## src/rtl/fetch_unit.sv

```systemverilog
// Instruction fetch unit: one outstanding instruction-memory request, a single-entry
// decode buffer, branch redirect with flush of the in-flight access, and a sticky halt on misaligned targets.
module fetch_unit #(
    parameter logic [31:0] RESET_PC = 32'h0000_0000
) (
    input  logic        CLK,
    input  logic        RST,
    output logic        imem_req,
    output logic [31:0] imem_addr,
    input  logic        imem_ack,
    input  logic [31:0] imem_rdata,
    input  logic        redirect,
    input  logic [31:0] redirect_pc,
    output logic        instr_valid,
    output logic [31:0] instr,
    output logic [31:0] instr_pc,
    input  logic        instr_ready,
    output logic        misalign
);

    typedef enum logic [2:0] {IDLE, FETCH, FLUSH, HOLD, HALT} state_t;

    state_t      state;
    logic [31:0] pc;
    logic        halt_pend;   // misaligned target seen while an access is still in flight

    logic        tgt_ok;
    logic        halt_now;
    logic [31:0] flush_pc;

    assign tgt_ok   = (redirect_pc[1:0] == 2'b00);
    assign halt_now = halt_pend | (redirect & ~tgt_ok);
    assign flush_pc = (redirect && tgt_ok) ? redirect_pc : pc;

    // NOTE: all state uses non-blocking assignments so every branch sees pre-edge values.
    always_ff @(posedge CLK or negedge RST) begin
        if (!RST) begin
            state       <= IDLE;
            pc          <= RESET_PC;
            halt_pend   <= 1'b0;
            imem_req    <= 1'b0;
            imem_addr   <= RESET_PC;
            instr_valid <= 1'b0;
            instr       <= 32'h0;
            instr_pc    <= 32'h0;
            misalign    <= 1'b0;
        end else begin
            case (state)
                IDLE: begin
                    if (redirect && !tgt_ok) begin
                        misalign <= 1'b1;
                        state    <= HALT;
                    end else begin
                        pc        <= flush_pc;
                        imem_addr <= flush_pc;
                        imem_req  <= 1'b1;
                        state     <= FETCH;
                    end
                end

                FETCH: begin
                    if (redirect) begin
                        if (!tgt_ok) begin
                            misalign <= 1'b1;
                            if (imem_ack) begin
                                imem_req <= 1'b0;
                                state    <= HALT;
                            end else begin
                                halt_pend <= 1'b1;
                                state     <= FLUSH;
                            end
                        end else begin
                            pc <= redirect_pc;
                            if (imem_ack) imem_addr <= redirect_pc;
                            else          state     <= FLUSH;
                        end
                    end else if (imem_ack) begin
                        instr       <= imem_rdata;
                        instr_pc    <= pc;
                        instr_valid <= 1'b1;
                        pc          <= pc + 32'd4;
                        imem_req    <= 1'b0;
                        state       <= HOLD;
                    end
                end

                // The stale access keeps its address until memory answers; its data is dropped.
                FLUSH: begin
                    if (redirect) begin
                        if (tgt_ok) pc <= redirect_pc;
                        else begin
                            misalign  <= 1'b1;
                            halt_pend <= 1'b1;
                        end
                    end
                    if (imem_ack) begin
                        if (halt_now) begin
                            imem_req <= 1'b0;
                            state    <= HALT;
                        end else begin
                            imem_addr <= flush_pc;
                            state     <= FETCH;
                        end
                    end
                end

                HOLD: begin
                    if (redirect) begin
                        instr_valid <= 1'b0;
                        if (tgt_ok) begin
                            pc        <= redirect_pc;
                            imem_addr <= redirect_pc;
                            imem_req  <= 1'b1;
                            state     <= FETCH;
                        end else begin
                            misalign <= 1'b1;
                            state    <= HALT;
                        end
                    end else if (instr_ready) begin
                        instr_valid <= 1'b0;
                        imem_addr   <= pc;
                        imem_req    <= 1'b1;
                        state       <= FETCH;
                    end
                end

                HALT: ;

                default: state <= HALT;
            endcase
        end
    end

endmodule

```

## config.mk

```make
export PLATFORM = sky130hd
export DESIGN_NAME = fetch_unit
export DESIGN_NICKNAME = d
export VERILOG_FILES = /design/src/rtl/fetch_unit.sv
export SDC_FILE = /design/constraint.sdc
export NUM_CORES = 1
export LEC_CHECK = 0
export ABC_AREA = 1
export ABC_CLOCK_PERIOD_IN_PS = 1690
export BUFFER_PORTS_ARGS = -buffer_cell sky130_fd_sc_hd__buf_4
export CAP_MARGIN = 10
export CORE_UTILIZATION = 27
export DETAILED_ROUTE_END_ITERATION = 16
export GPL_ROUTABILITY_DRIVEN = 0
export GPL_TIMING_DRIVEN = 0
export PLACE_DENSITY_LB_ADDON = 0.2
export SKIP_CTS_REPAIR_TIMING = 1
export SLEW_MARGIN = 20
export SYNTH_ARGS = -nofsm -noshare
export SYNTH_HDL_FRONTEND = slang
export SYNTH_SLANG_ARGS = --single-unit
export TNS_END_PERCENT = 5
```

## constraint.sdc

```tcl
create_clock -name CLK -period 1.69 [get_ports CLK]
set_input_delay 0.338 -clock CLK [delete_from_list [all_inputs] [get_ports CLK]]
set_output_delay 0.338 -clock CLK [all_outputs]
set_load 0.005 [all_outputs]
```

# Word level (Yosys, flattened, before mapping)
# Cells that the tools add are included.
[word_totals] inputBits=69 regBits=135 elab_cells=111 out_inout_bits=99
[op_classes] eq_ne=25 n_bitwise=5 n_reduce_logical=20 muxes=51 add_sub_neg=1
[op_table] cell="2-to-1 mux 32 bit" n=14
[op_table] cell="case mux 32 bit (4 select lines)" n=1
[op_table] cell="case mux 32 bit (3 select lines)" n=1
[op_table] cell="2-to-1 mux 3 bit" n=11
[op_table] cell="adder 32 x 3 -> 32 bit, second input constant" n=1
[op_table] cell="inequality test 2 bit, second input constant" n=14
[op_table] cell="2-to-1 mux 1 bit" n=19
[op_table] cell="case mux 3 bit (5 select lines)" n=1
[op_table] cell="inequality test 3 bit, second input constant" n=4
[op_table] cell="AND reduction 4 bit" n=3
[op_table] cell="AND reduction 9 bit" n=1
[op_table] cell="AND reduction 7 bit" n=1
[op_table] cell="== test 3 x 2 -> 1 bit, second input constant" n=2
[op_table] cell="case mux 1 bit (2 select lines)" n=3
[op_table] cell="AND reduction 6 bit" n=1
[op_table] cell="nonzero test 2 bit" n=3
[op_table] cell="AND reduction 5 bit" n=1
[op_table] cell="inequality test 2 x 1 -> 1 bit, second input constant" n=2
[op_table] cell="inequality test 4 bit, second input constant" n=1
[op_table] cell="case mux 1 bit (4 select lines)" n=1
[op_table] cell="nonzero test 4 bit" n=1
[op_table] cell="== test 3 x 1 -> 1 bit, second input constant" n=1
[op_table] cell="== test 3 bit, second input constant" n=1
[op_table] cell="logical NOT 3 bit" n=1
[op_table] cell="other kinds (10)" n=13

# Logic depth before layout (Yosys ltp)
# Gate-level depths: netlist (run 1).
[logic_depth] ltp_word=7 mapped_depth=13 depth_no_buf=11

# Worst setup path after synthesis (run 1)
# No wires, ideal clock.
[synth_timing] path_type="register to register" from="reg state[2]" to="reg instr[0]" stages_incl_launch_ff=8 setup_ns=0.128 arrival_ns=1.490 path_slack_ns=0.073 n_path_buf=2 synth_period_minus_slack_ns=1.617 required_time_ns=1.562 cell_sequence="dfrtp_1 -> buf_4 -> nor2_4 -> nand2_4 -> nor2_8 -> nand2_2 -> buf_2 -> mux2_1"
[synth_via] elab_chain_len=2
[synth_rtl] element="start, declared" line_no="23" text="state_t state;"
[synth_rtl] element="start signal, assigned" line_no="38" text="state <= IDLE;"
[synth_rtl] element="start signal, assigned" line_no="52" text="state <= HALT;"
[synth_rtl] element="start signal, assigned" line_no="57" text="state <= FETCH;"
[synth_rtl] element="== test 3 x 1 -> 1 bit" line_no="48" text="case (state)"
[synth_rtl] element="AND reduction 3 bit (no line)"
[synth_rtl] element="end signal, assigned" line_no="78" text="instr <= imem_rdata;"
[synth_rtl] element="end, declared" line_no="15" text="output logic [31:0] instr,"
# No other way between the ends.
# A chain may end at the register's enable or synchronous reset.

# Final worst setup path (run 1)
[layout_timing] from="reg state[0]" to="reg pc[24]"
[layout_via] elab_chain_len=4 word_cells_on_any_way=11 classes_between="eq/ne (6); mux (1); reduce/logical (4)"
[layout_rtl] element="== test 3 x 2 -> 1 bit" line_no="48"
[layout_rtl] element="OR reduction 2 bit (no line)"
[layout_rtl] element="inequality test 2 x 1 -> 1 bit (no line) / nonzero test 3 bit (equally long branches)"
[layout_rtl] element="AND reduction 4 bit (no line)"
[layout_rtl] element="end signal, assigned" line_no="54" text="pc <= flush_pc;"
[layout_rtl] element="end signal, assigned" line_no="73" text="pc <= redirect_pc;"
[layout_rtl] element="end signal, assigned" line_no="81" text="pc <= pc + 32'd4;"
[layout_rtl] element="end, declared" line_no="24" text="logic [31:0] pc;"
# Several ways; a longest one is shown, not always the timed one.

==> impl_results.rst, run 1 <==
.. list-table::
   :header-rows: 1

   * - Metric
     - Value
   * - Diodes inserted
     - 0
   * - Mean instance size in the synthesized netlist
     - around 7.6 um^2
   * - Leak Pwr
     - ~0.0053 uW
   * - Yosys cell types
     - approximately 40
   * - Sum of net half-perimeters after detailed placement
     - 22600 um
   * - Worst EP arrival
     - 2.18 ns
   * - Area of all placed cells without fillers
     - ~11000 um^2
   * - P_int
     - between 5000 and 6000 uW
   * - Fin. max-slew vios
     - 0
   * - First-pass DRT Iterations
     - 7
   * - Number of fill cells
     - 2918
   * - Cell depth of the worst min-delay path
     - 2
   * - Vias in the first global route
     - approximately 7600
   * - Post-route non-filler standard cell count
     - 1620
   * - Worst path slowest cell
     - dfrtp_1
   * - Register-to-register setup slack
     - -0.16 ns
   * - FF+latch count, synth
     - between 100 and 150
   * - Setup TNS
     - -8.81 ns
   * - Peak ir drop on the vdd network
     - 688 uV
   * - Floorplan die height
     - ~170 um
   * - Seq/Total Area, Yosys
     - approximately 44%
   * - Pin count of the biggest net entering global routing
     - 70
   * - Netlist Area Pre-Place
     - 7650 um^2
   * - Site row count
     - between 60 and 70
   * - Standard cell area after detailed placement
     - between 9000 and 10000 um^2
   * - Htree depth
     - 4
   * - Kind of critical path
     - reg2reg
   * - Detailed-route vias per instance
     - ~5
   * - Violated checks
     - setup timing
   * - Pwr/cell area
     - 745 nW/um^2
   * - Top-level port count
     - ~170
   * - Number of warnings reported in the yosys synthesis log
     - 0
   * - Xor-xnor portion of the synthesized cell area
     - less than 1%
   * - Worst r2r path cells
     - 10
   * - Clock transition time at the flip-flop clock pins of the worst setup and hold paths
     - 0.07 ns
   * - Switching fraction of total power
     - between 20% and 30%
   * - Part of the total power dissipated in sequential elements
     - 42.9%
   * - Unrepaired setup endpoints after global routing
     - true
   * - Number of design rule violations left after detail routing
     - 0
   * - IO buf count
     - ~170
   * - Hold WC Path Type
     - in2reg
   * - Seq. cell area
     - between 3000 and 4000 um^2
   * - Sinks on the clock net
     - around 140
   * - Slowest cell delay on critical path
     - between 0.4 and 0.5 ns
   * - Critical path data required time
     - 2.02 ns
   * - Max-cap violation count
     - 0
   * - Root cell of the clock tree
     - clkbuf_16
   * - Worst Setup End Kind
     - register
   * - Number of hold violations in the final report
     - 0
   * - Critical Path Start Type
     - register
   * - Overall die area
     - between 20000 and 30000 um^2
   * - Share of synthesized cell area in and, or, nand and nor gates
     - about a quarter
   * - Total routed wirelength
     - about 32000 um
   * - Arithmetic-cell share of the synthesized area counting full adders, half adders and majority gates
     - less than 1%
   * - Residual overflow from global routing
     - 0
   * - Tcrit/Tclk final
     - 110%
   * - Chip Width
     - 170 um
   * - Final clock skew
     - between 0.01 and 0.015 ns
   * - Worst hold start
     - imem_rdata[18]
   * - Multi-input gate area
     - around 4000 um^2
   * - Count of nets left with antenna violations after detail routing
     - 0
   * - Relative contribution of combinational cells to total power
     - a little under an eighth
   * - Most numerous cell on the critical path
     - nand2_1
   * - Clock tree from TritonCTS
     - yes
   * - Mux cell area share after synthesis
     - roughly 4.7%
   * - Number of standard cells after synthesis
     - 1010
   * - Switching pwr
     - roughly 2400 uW
   * - Synth Net Count
     - around 1100
   * - Initial Util
     - a little over a quarter
   * - Run status
     - complete, but fails checks
   * - Final setup slack of the worst path
     - -0.163 ns
   * - Final setup viols
     - ~110
   * - Ordered list of cells on the worst path
     - inv_2 -> nor2_4 -> nand2_4 -> nor2_8 -> nand2_2 -> nand3_4 -> nor2_2 -> nand2_1 -> o21ai_0 -> nand2_1
   * - Worst-case headroom to the max-slew limit
     - 43.5%
   * - Max Fclk
     - about 0.54 GHz
   * - Area delta synth->final
     - 40.9%
   * - Iter 0 DRT Violations
     - approximately 790
   * - Average routed wire per standard cell
     - around 20 um
   * - Initial antenna violation count
     - 0
   * - Reg2reg end
     - pc[24]
   * - Total number of nets in the final design
     - roughly 1300
   * - Post-synthesis compound-gate area fraction
     - 18.2%
   * - Via count
     - between 8000 and 9000
   * - Crit Reg-Reg Startpoint
     - state[0]
   * - Worst slew pin tran
     - about 0.85 ns
   * - Area of the core region
     - ~28000 um^2
   * - Final worst path period need
     - ~1.9 ns
   * - Max FO, Critical Path
     - 8
   * - Placed insts
     - between 1500 and 2000
   * - Main combinational cell family by area after synthesis
     - simple AND/OR/NAND/NOR gates
   * - Num CTS Buffers
     - 17
   * - Wire length of the first global-routing pass
     - roughly 46000 um
   * - Fraction of layout cells with a size suffix above 1
     - 29.0%
   * - CTS Buffer Depth
     - 2
   * - Insertion delay of the later-clocked pin in the worst-skew pair
     - about 0.44 ns
   * - Total track usage
     - a little over a fifth
   * - Core utilization of the finished layout
     - 38.7%
   * - Hold endpoint
     - instr[18]
   * - Share of total power in the clock network
     - 45.1%
==> power groups by stage <==
stage / Combinational [uW] / Sequential (uW) / Clock, uW
4_1_cts: 894 / 3440 / 3720
3_5_place_dp: 891 / 3510 / 0
3_3_place_gp: 875 / 3500 / 0
2_1_floorplan: 385 / 3480 / 0
6_report: 957 / 3450 / 3630
5_1_grt: 1050 / 3460 / 3840
==> cells in the mapped netlist <==
cell         n  share of area (%)
a31o_2       1               0.11
nand2_4      1               0.15
buf_6        1               0.15
inv_1       74                3.6
buf_2       25                1.6
o21ai_2      1               0.11
o211ai_1    10               0.98
o22ai_1     17                1.4
nor2_1     125                6.1
a32oi_1      4               0.46
o2111ai_1    1               0.11
mux2_1      32                4.7
and3_1       2               0.16
o21ai_1     38                2.5
a211oi_1     6               0.59
inv_2        6               0.29
a22oi_1     16                1.6
xor2_1       5               0.57
or2_2        5               0.41
clkbuf_1    18               0.88
o21bai_1     1              0.098
buf_4        5               0.49
nand3b_1     1              0.098
dfrtp_1    135                 44
nand3_2      2               0.26
nand4_1      7               0.57
o21a_1       1              0.098
nand2_1    254                 12
a21boi_0     2               0.20
buf_1        2              0.098
inv_4        1              0.082
o21ai_0     81                5.3
a21oi_1     46                3.0
nor2_2       7               0.57
nor2_8       1               0.26
ha_1         1               0.16
nor2_4       3               0.44
nor3_1       8               0.52
nand3_1     41                2.7
nand2_2      3               0.25
a31oi_1     20                1.6
==> cell type report <==
type | instances | share of cell area, %
inverters | 81 | 2.89
clock inverters | 15 | 1.22
clock buffers | 17 | 3.95
well taps | 378 | 4.39
repair buffers | 200 | 14.6
multi-input cells | 743 | 37.1
plain buffers | 51 | 4.42
flip-flops and latches | 135 | 31.4
==> registers in the layout, indices dropped and copies added, names as in the netlist <==
name	count
instr_valid	1
state	3
pc	32
misalign	1
imem_req	1
imem_addr	32
halt_pend	1
instr_pc	32
instr	32
==> placed cells by master, fill, tap and decap left out, drive strengths merged, types with 17 or more instances in the layout <==
cell type / n
a21oi: 46
nand3: 43
nand2: 258
a31oi: 20
o22ai: 17
clkbuf: 34
inv: 90
mux2: 32
buf: 233
o21ai: 120
nor2: 136
dfrtp: 135
==> worst max-delay path, delay by kind of cell, from the launching register on <==
kind,cells,cell delay (ns)
simple gates,8,1.03
flops,1,0.44
compound gates,1,0.17
buf+inv,1,0.11
==> worst max path at each step <==
stage              startpoint            end  cells after the start
6_report             state[0]         pc[24]                     10
5_1_grt                 pc[3]         pc[26]                     10
4_1_cts              state[2]   imem_addr[9]                      7
3_5_place_dp   redirect_pc[1]  imem_addr[14]                      9
3_3_place_gp   redirect_pc[1]  imem_addr[14]                      9
2_1_floorplan        state[2]       instr[0]                      7
==> routing by layer <==
metal / part of all wire (%) / vias to the layer above / track usage (%)
met3: 9.5 / 74 / 4.49
met4: 3.7 / 0 / 9.44
li1: - / 3833 / -
met1: 42 / 3938 / 28.4
met2: 45 / 475 / 34.3
met5: 0 / - / 0
==> per-stage QoR <==
step | setup WS [ns] | hold WS (ns) | total power (uW)
2_1_floorplan | 0.0727 | 0.0424 | 3870
3_3_place_gp | -0.848 | 0.475 | 4380
3_5_place_dp | -0.859 | 0.327 | 4400
4_1_cts | -0.726 | -0.140 | 8050
5_1_grt | -0.232 | 0.103 | 8350
6_report | -0.163 | 0.111 | 8030
==> kinds of logic after synthesis <==
logic type,after synthesis
buffers and inverters,132
flip-flops,135
AND/OR/NAND/NOR,460
XOR/XNOR,5
AO/OA/AOI/OAI,245
multiplexers,32
adder cells (fa/ha/maj),1
No activity file was read; power rests on OpenSTA's default activity.
==> run 2: changes to the inputs <==
--- a/config.mk
+++ b/config.mk
@@ -9,6 +9,7 @@
 export ABC_CLOCK_PERIOD_IN_PS = 1690
 export BUFFER_PORTS_ARGS = -buffer_cell sky130_fd_sc_hd__buf_4
 export CAP_MARGIN = 10
+export CORE_ASPECT_RATIO = 0.75
 export CORE_UTILIZATION = 27
 export DETAILED_ROUTE_END_ITERATION = 16
 export GPL_ROUTABILITY_DRIVEN = 0
==> run 2 against run 1 <==
  * The flow still finishes with violations (setup timing)
  * Wire length rose by 1.5%
  * Register-to-register slack improved by 0.05 ns
  * Sequential cell count did not move
  * Critical path type unchanged
  * Largest cell class unchanged
  * Largest power group unchanged
==> impl_results.rst, run 2 (synthesis results as in run 1) <==
.. list-table::
   :header-rows: 1

   * - Metric
     - Value
   * - Run status
     - complete, but fails checks
   * - Violated checks
     - setup timing
   * - Area delta synth->final
     - 44.2%
   * - Critical Path Start Type
     - register
   * - Leak Pwr
     - 0.00537 uW
   * - Number of cells on the critical path
     - 10
   * - Initial Util
     - between 20% and 30%
   * - Reg2reg end
     - pc[21]
   * - IO buf count
     - 166
   * - Total track usage
     - 22.0%
   * - Crit Reg-Reg Startpoint
     - state[0]
   * - Slowest cell delay on critical path
     - 0.44 ns
   * - Overall die area
     - 29000 um^2
   * - Fin. max-slew vios
     - 0
   * - Top library cells by usage in the layout, fill and taps aside
     - nand2_1, buf_4, dfrtp_1
   * - Tcrit/Tclk final
     - 107%
   * - Area of the core region
     - 27400 um^2
   * - Initial antenna violation count
     - 0
   * - Worst Setup End Kind
     - register
   * - Diodes inserted
     - 0
   * - Pwr/cell area
     - roughly 760 nW/um^2
   * - Residual overflow from global routing
     - 0
   * - Count of nets left with antenna violations after detail routing
     - 0
   * - Site row count
     - 52
   * - Final setup slack of the worst path
     - -0.115 ns
   * - Number of fill cells
     - approximately 2800
   * - Area of all placed cells without fillers
     - 11000 um^2
   * - Max-cap violation count
     - 0
   * - Top-level port count
     - 168
   * - Root cell of the clock tree
     - clkbuf_16
   * - Final clock skew
     - ~0.010 ns
   * - Total routed wirelength
     - around 32000 um
   * - Total number of nets in the final design
     - 1300
   * - First-pass DRT Iterations
     - 5
   * - Number of design rule violations left after detail routing
     - 0
   * - Hold WC Path Type
     - in2reg
   * - Iter 0 DRT Violations
     - 842
   * - Vias in the first global route
     - roughly 7600
   * - Worst EP arrival
     - approximately 2.1 ns
   * - Number of hold violations in the final report
     - 0
   * - Clock tree from TritonCTS
     - yes
   * - Ordered list of cells on the worst path
     - inv_2 -> nor2_4 -> nand2_4 -> nor2_8 -> nand2_4 -> nand3_4 -> buf_6 -> nor2_1 -> nand2_1 -> nand2_1
   * - Unrepaired setup endpoints after global routing
     - true
   * - Standard cell area after detailed placement
     - about 9400 um^2
   * - Num CTS Buffers
     - 17
   * - Detailed-route vias per instance
     - between 5 and 6
   * - Worst r2r path cells
     - 10
   * - CTS Buffer Depth
     - 2
   * - Htree depth
     - 4
   * - Kind of critical path
     - reg2reg
   * - Fraction of layout cells with a size suffix above 1
     - a little under a third
   * - Core utilization of the finished layout
     - between 40% and 50%
   * - Clock transition time at the flip-flop clock pins of the worst setup and hold paths
     - approximately 0.060 ns
   * - Worst hold start
     - imem_rdata[15]
   * - Final worst path period need
     - about 1.8 ns
   * - Sum of net half-perimeters after detailed placement
     - ~24000 um
   * - Max Fclk
     - roughly 0.55 GHz
   * - Insertion delay of the later-clocked pin in the worst-skew pair
     - 0.44 ns
   * - Max FO, Critical Path
     - 10
   * - Pin count of the biggest net entering global routing
     - 74
   * - Largest delay share family, worst path
     - simple AND/OR/NAND/NOR gates
   * - Final setup viols
     - about 120
   * - Via count
     - between 8000 and 9000
   * - Hold endpoint
     - instr[15]
   * - Critical path data required time
     - ~2 ns
   * - Sinks on the clock net
     - ~140
   * - Worst slew pin tran
     - around 0.83 ns
   * - Average routed wire per standard cell
     - between 15 and 20 um
   * - Wire length of the first global-routing pass
     - about 47000 um
   * - Most common cell after layout, fill and taps aside
     - nand2_1
   * - Cell depth of the worst min-delay path
     - 2
   * - Worst-case headroom to the max-slew limit
     - 44.9%
   * - Peak ir drop on the vdd network
     - around 660 uV
   * - Chip Width
     - roughly 200 um
   * - Hold Slack
     - about 0.12 ns
   * - Crit path buf inv count
     - 2
   * - Register-to-register setup slack
     - -0.12 ns
   * - Worst path slowest cell
     - dfrtp_1
   * - Floorplan die height
     - around 150 um
[run 2: changes by cell type in the layout (fill, tap and decap cells not counted), moves of 5 or more]
cell	delta
inv_6	-7
nor2_1	-29
o21ai_1	+11
nor2_4	+8
clkinv_2	+5
o21ai_0	-13
nor2_2	+21
[run 2: routing by layer]
metal  vias to the layer above  global-route usage, %  share of wire, %
met5                         -                      0                 0
met4                         0                   6.41               2.1
met3                        44                   5.09               9.6
met2                       444                   31.4                43
met1                      4071                   32.7                46
li1                       3831                      -                 -
[run 2: final cells by class]
cell class	instances	area, um^2	share of cell area, %
inverters	81	319	2.89
flip-flops and latches	135	3380	30.7
clock inverters	10	153	1.38
plain buffers	51	497	4.50
clock buffers	21	450	4.08
repair buffers	201	1580	14.3
multi-input cells	743	4180	37.9
well taps	378	473	4.29
[run 2: report_power, final]
| group | internal [uW] | total [uW] | leakage (uW) | switching [uW] |
|---|---|---|---|---|
| clock network | 2490 | 3950 | 0.000296 | 1460 |
| logic | 388 | 969 | 0.00335 | 581 |
| registers | 3350 | 3450 | 0.00173 | 108 |
[run 2: worst register-to-register path, stage by stage, from the launching register on]
cell and delay (ns):
dfrtp_1 0.44, inv_2 0.09, nor2_4 0.18, nand2_4 0.11, nor2_8 0.21, nand2_4 0.09, nand3_4 0.18, buf_6 0.21
nor2_1 0.06, nand2_1 0.07, nand2_1 0.05
[run 2: how the worst max path moves through the flow]
| stage | start | to | slack, ns |
|---|---|---|---|
| finish | state[0] | pc[21] | -0.12 |
| global route | pc[3] | pc[26] | -0.18 |
| CTS | state[1] | pc[19] | -0.76 |
| detailed placement | redirect_pc[1] | imem_addr[14] | -0.76 |
| global placement | redirect_pc[1] | imem_addr[22] | -0.72 |
| floorplan | state[2] | instr[0] | 0.07 |
[run 2: through the flow]
stage	instances	power, uW	setup WS [ns]	setup TNS (ns)
finish	1620	8370	-0.115	-6.64
global placement	1554	4380	-0.724	-113.39
global route	1620	8690	-0.177	-13.87
CTS	1586	8380	-0.758	-63.13
detailed placement	1555	4400	-0.755	-65.58
floorplan	1010	3870	0.0727	0
==> run 3: changes to the inputs <==
--- a/config.mk
+++ b/config.mk
@@ -20,4 +20,4 @@
 export SYNTH_ARGS = -nofsm -noshare
 export SYNTH_HDL_FRONTEND = slang
 export SYNTH_SLANG_ARGS = --single-unit
-export TNS_END_PERCENT = 5
+export TNS_END_PERCENT = 100
==> run 3 against run 2 <==
  * The flow still finishes with violations (setup timing)
  * Fmax fell by 0.82%
  * Utilization rose by 3.3 points
  * First-iteration DRC count rose by 12%
  * Final cell count rose by 1.5%
  * Critical path depth rose by 1
  * Non-clock buffer count rose by 25
  * Largest cell class unchanged
  * Critical path type unchanged
==> impl_results.rst, run 3 (synthesis results as in run 1) <==
.. list-table::
   :header-rows: 1

   * - Metric
     - Value
   * - Run status
     - complete, but fails checks
   * - Violated checks
     - setup timing
   * - Standard cell area after detailed placement
     - about 9400 um^2
   * - Total track usage
     - roughly 22%
   * - Switching pwr
     - roughly 2200 uW
   * - P_int
     - roughly 6300 uW
   * - Total number of nets in the final design
     - about 1300
   * - Fraction of layout cells with a size suffix above 1
     - 40.6%
   * - Fin. max-slew vios
     - 0
   * - Number of design rule violations left after detail routing
     - 0
   * - Final worst path period need
     - about 1.8 ns
   * - Post-route non-filler standard cell count
     - about 1600
   * - Relative contribution of combinational cells to total power
     - ~12%
   * - Worst Setup End Kind
     - register
   * - Iter 0 DRT Violations
     - 942
   * - Num CTS Buffers
     - 17
   * - Clock transition time at the flip-flop clock pins of the worst setup and hold paths
     - approximately 0.060 ns
   * - Seq. cell area
     - 3390 um^2
   * - Multi-input gate area
     - between 4000 and 5000 um^2
   * - Hold Slack
     - between 0.1 and 0.15 ns
   * - Max-cap violation count
     - 0
   * - Pin count of the biggest net entering global routing
     - between 70 and 80
   * - Share of total power in the clock network
     - between 40 and 50%
   * - Average routed wire per standard cell
     - about 20 um
   * - Tot Pwr
     - between 8000 and 9000 uW
   * - Initial Util
     - about 28%
   * - Unrepaired setup endpoints after global routing
     - true
   * - Chip Width
     - about 200 um
   * - Initial antenna violation count
     - 0
   * - Slowest cell delay on critical path
     - 0.47 ns
   * - Area delta synth->final
     - 56.1%
   * - Max Fclk
     - 0.549 GHz
   * - Via count
     - approximately 8600
   * - Top-level port count
     - around 170
   * - Area of the core region
     - 27400 um^2
   * - Detailed-route vias per instance
     - roughly 5.3
   * - Insertion delay of the later-clocked pin in the worst-skew pair
     - between 0.4 and 0.5 ns
   * - Peak ir drop on the vdd network
     - between 600 and 700 uV
   * - Worst slew pin tran
     - between 0.7 and 0.8 ns
   * - Top library cells by usage in the layout, fill and taps aside
     - nand2_1, buf_4, dfrtp_1
   * - Max FO, Critical Path
     - 7
   * - Wire length of the first global-routing pass
     - approximately 47000 um
   * - Part of the total power dissipated in sequential elements
     - around two fifths
   * - Floorplan die height
     - 148 um
   * - Worst path slowest cell
     - dfrtp_2
   * - Place WS
     - -0.755 ns
   * - Ordered list of cells on the worst path
     - clkinv_4 -> nor2_4 -> nand2_8 -> nor2_4 -> inv_2 -> nand2_4 -> nor2_4 -> buf_12 -> clkbuf_16 -> nor2_4 -> a31oi_4
   * - Critical Path Start Type
     - register
   * - Sinks on the clock net
     - between 100 and 150
   * - Leak Pwr
     - between 0.005 and 0.006 uW
   * - Diodes inserted
     - 0
   * - Htree depth
     - 4
   * - Final clock skew
     - ~0.009 ns
   * - Final setup viols
     - 117
   * - Site row count
     - between 50 and 60
   * - Number of hold violations in the final report
     - 0
   * - Vias in the first global route
     - 7638
   * - Tcrit/Tclk final
     - 108%
   * - First-pass DRT Iterations
     - 7
   * - Kind of critical path
     - reg2reg
   * - CTS Buffer Depth
     - 2
   * - Overall die area
     - 29000 um^2
   * - Pwr/cell area
     - 708 nW/um^2
   * - Number of fill cells
     - roughly 2700
   * - Residual overflow from global routing
     - 0
   * - Worst EP arrival
     - ~2.1 ns
   * - Hold WC Path Type
     - in2reg
   * - Final setup slack of the worst path
     - -0.130 ns
   * - Total routed wirelength
     - ~34000 um
   * - Sum of net half-perimeters after detailed placement
     - ~24000 um
   * - Switching fraction of total power
     - 26.0%
   * - Area of all placed cells without fillers
     - around 12000 um^2
   * - Most numerous cell on the critical path
     - nor2_4
   * - Clock tree from TritonCTS
     - yes
   * - Placed insts
     - ~1600
   * - Root cell of the clock tree
     - clkbuf_16
   * - Worst-case headroom to the max-slew limit
     - about 47%
   * - Count of nets left with antenna violations after detail routing
     - 0
   * - IO buf count
     - 166
   * - Critical path data required time
     - around 2 ns
run 3: cell type report:
type,count,area share (%)
buffer,51,4.64
multi-input combinational,743,38.8
clock buffer,21,3.77
tap,378,3.96
clock inverter,10,1.28
sequential,135,28.4
inverter,81,2.69
timing repair buffer,226,16.5
run 3: per-layer routing:
layer  wire (um)  global-route usage [%]
met4         673                    6.41
met2       14300                    31.4
met5           0                       0
met3        3470                    5.09
met1       15400                    32.7
run 3: critical path: cells and delay by family (launching register included):
kind                   cells  cell delay (ns)
AND/OR/NAND/NOR            6             0.68
buffers and inverters      4             0.51
flip-flops                 1             0.47
AO/OA/AOI/OAI              1             0.04
run 3: path summary, 6_finish.rpt:
path                       cells after the start           end  slack, ns      startpoint
min in group asynchronous                      2   instr_pc[7]       0.46             RST
min                                            2     instr[22]       0.14  imem_rdata[22]
min reg2reg                                    2   instr_pc[0]       0.49     instr_pc[0]
max reg2reg                                   11  imem_addr[7]      -0.13        state[1]
max                                           11  imem_addr[7]      -0.13        state[1]
max in group asynchronous                      3        pc[26]       0.47             RST
run 3: power by group through the flow:
stage               combinational, uW  sequential [uW]  clock [uW]
floorplan                         385             3480           0
global placement                  875             3500           0
detailed placement                893             3510           0
CTS                               896             3450        4040
global route                     1120             3480        4160
finish                           1030             3470        3960
run 3: stage by stage:
stage	util, %	TNS [ns]
finish	43.6	-7.69
floorplan	-	0
CTS	36.5	-63.13
global placement	34.2	-113.39
global route	43.6	-13.48
detailed placement	34.3	-65.58
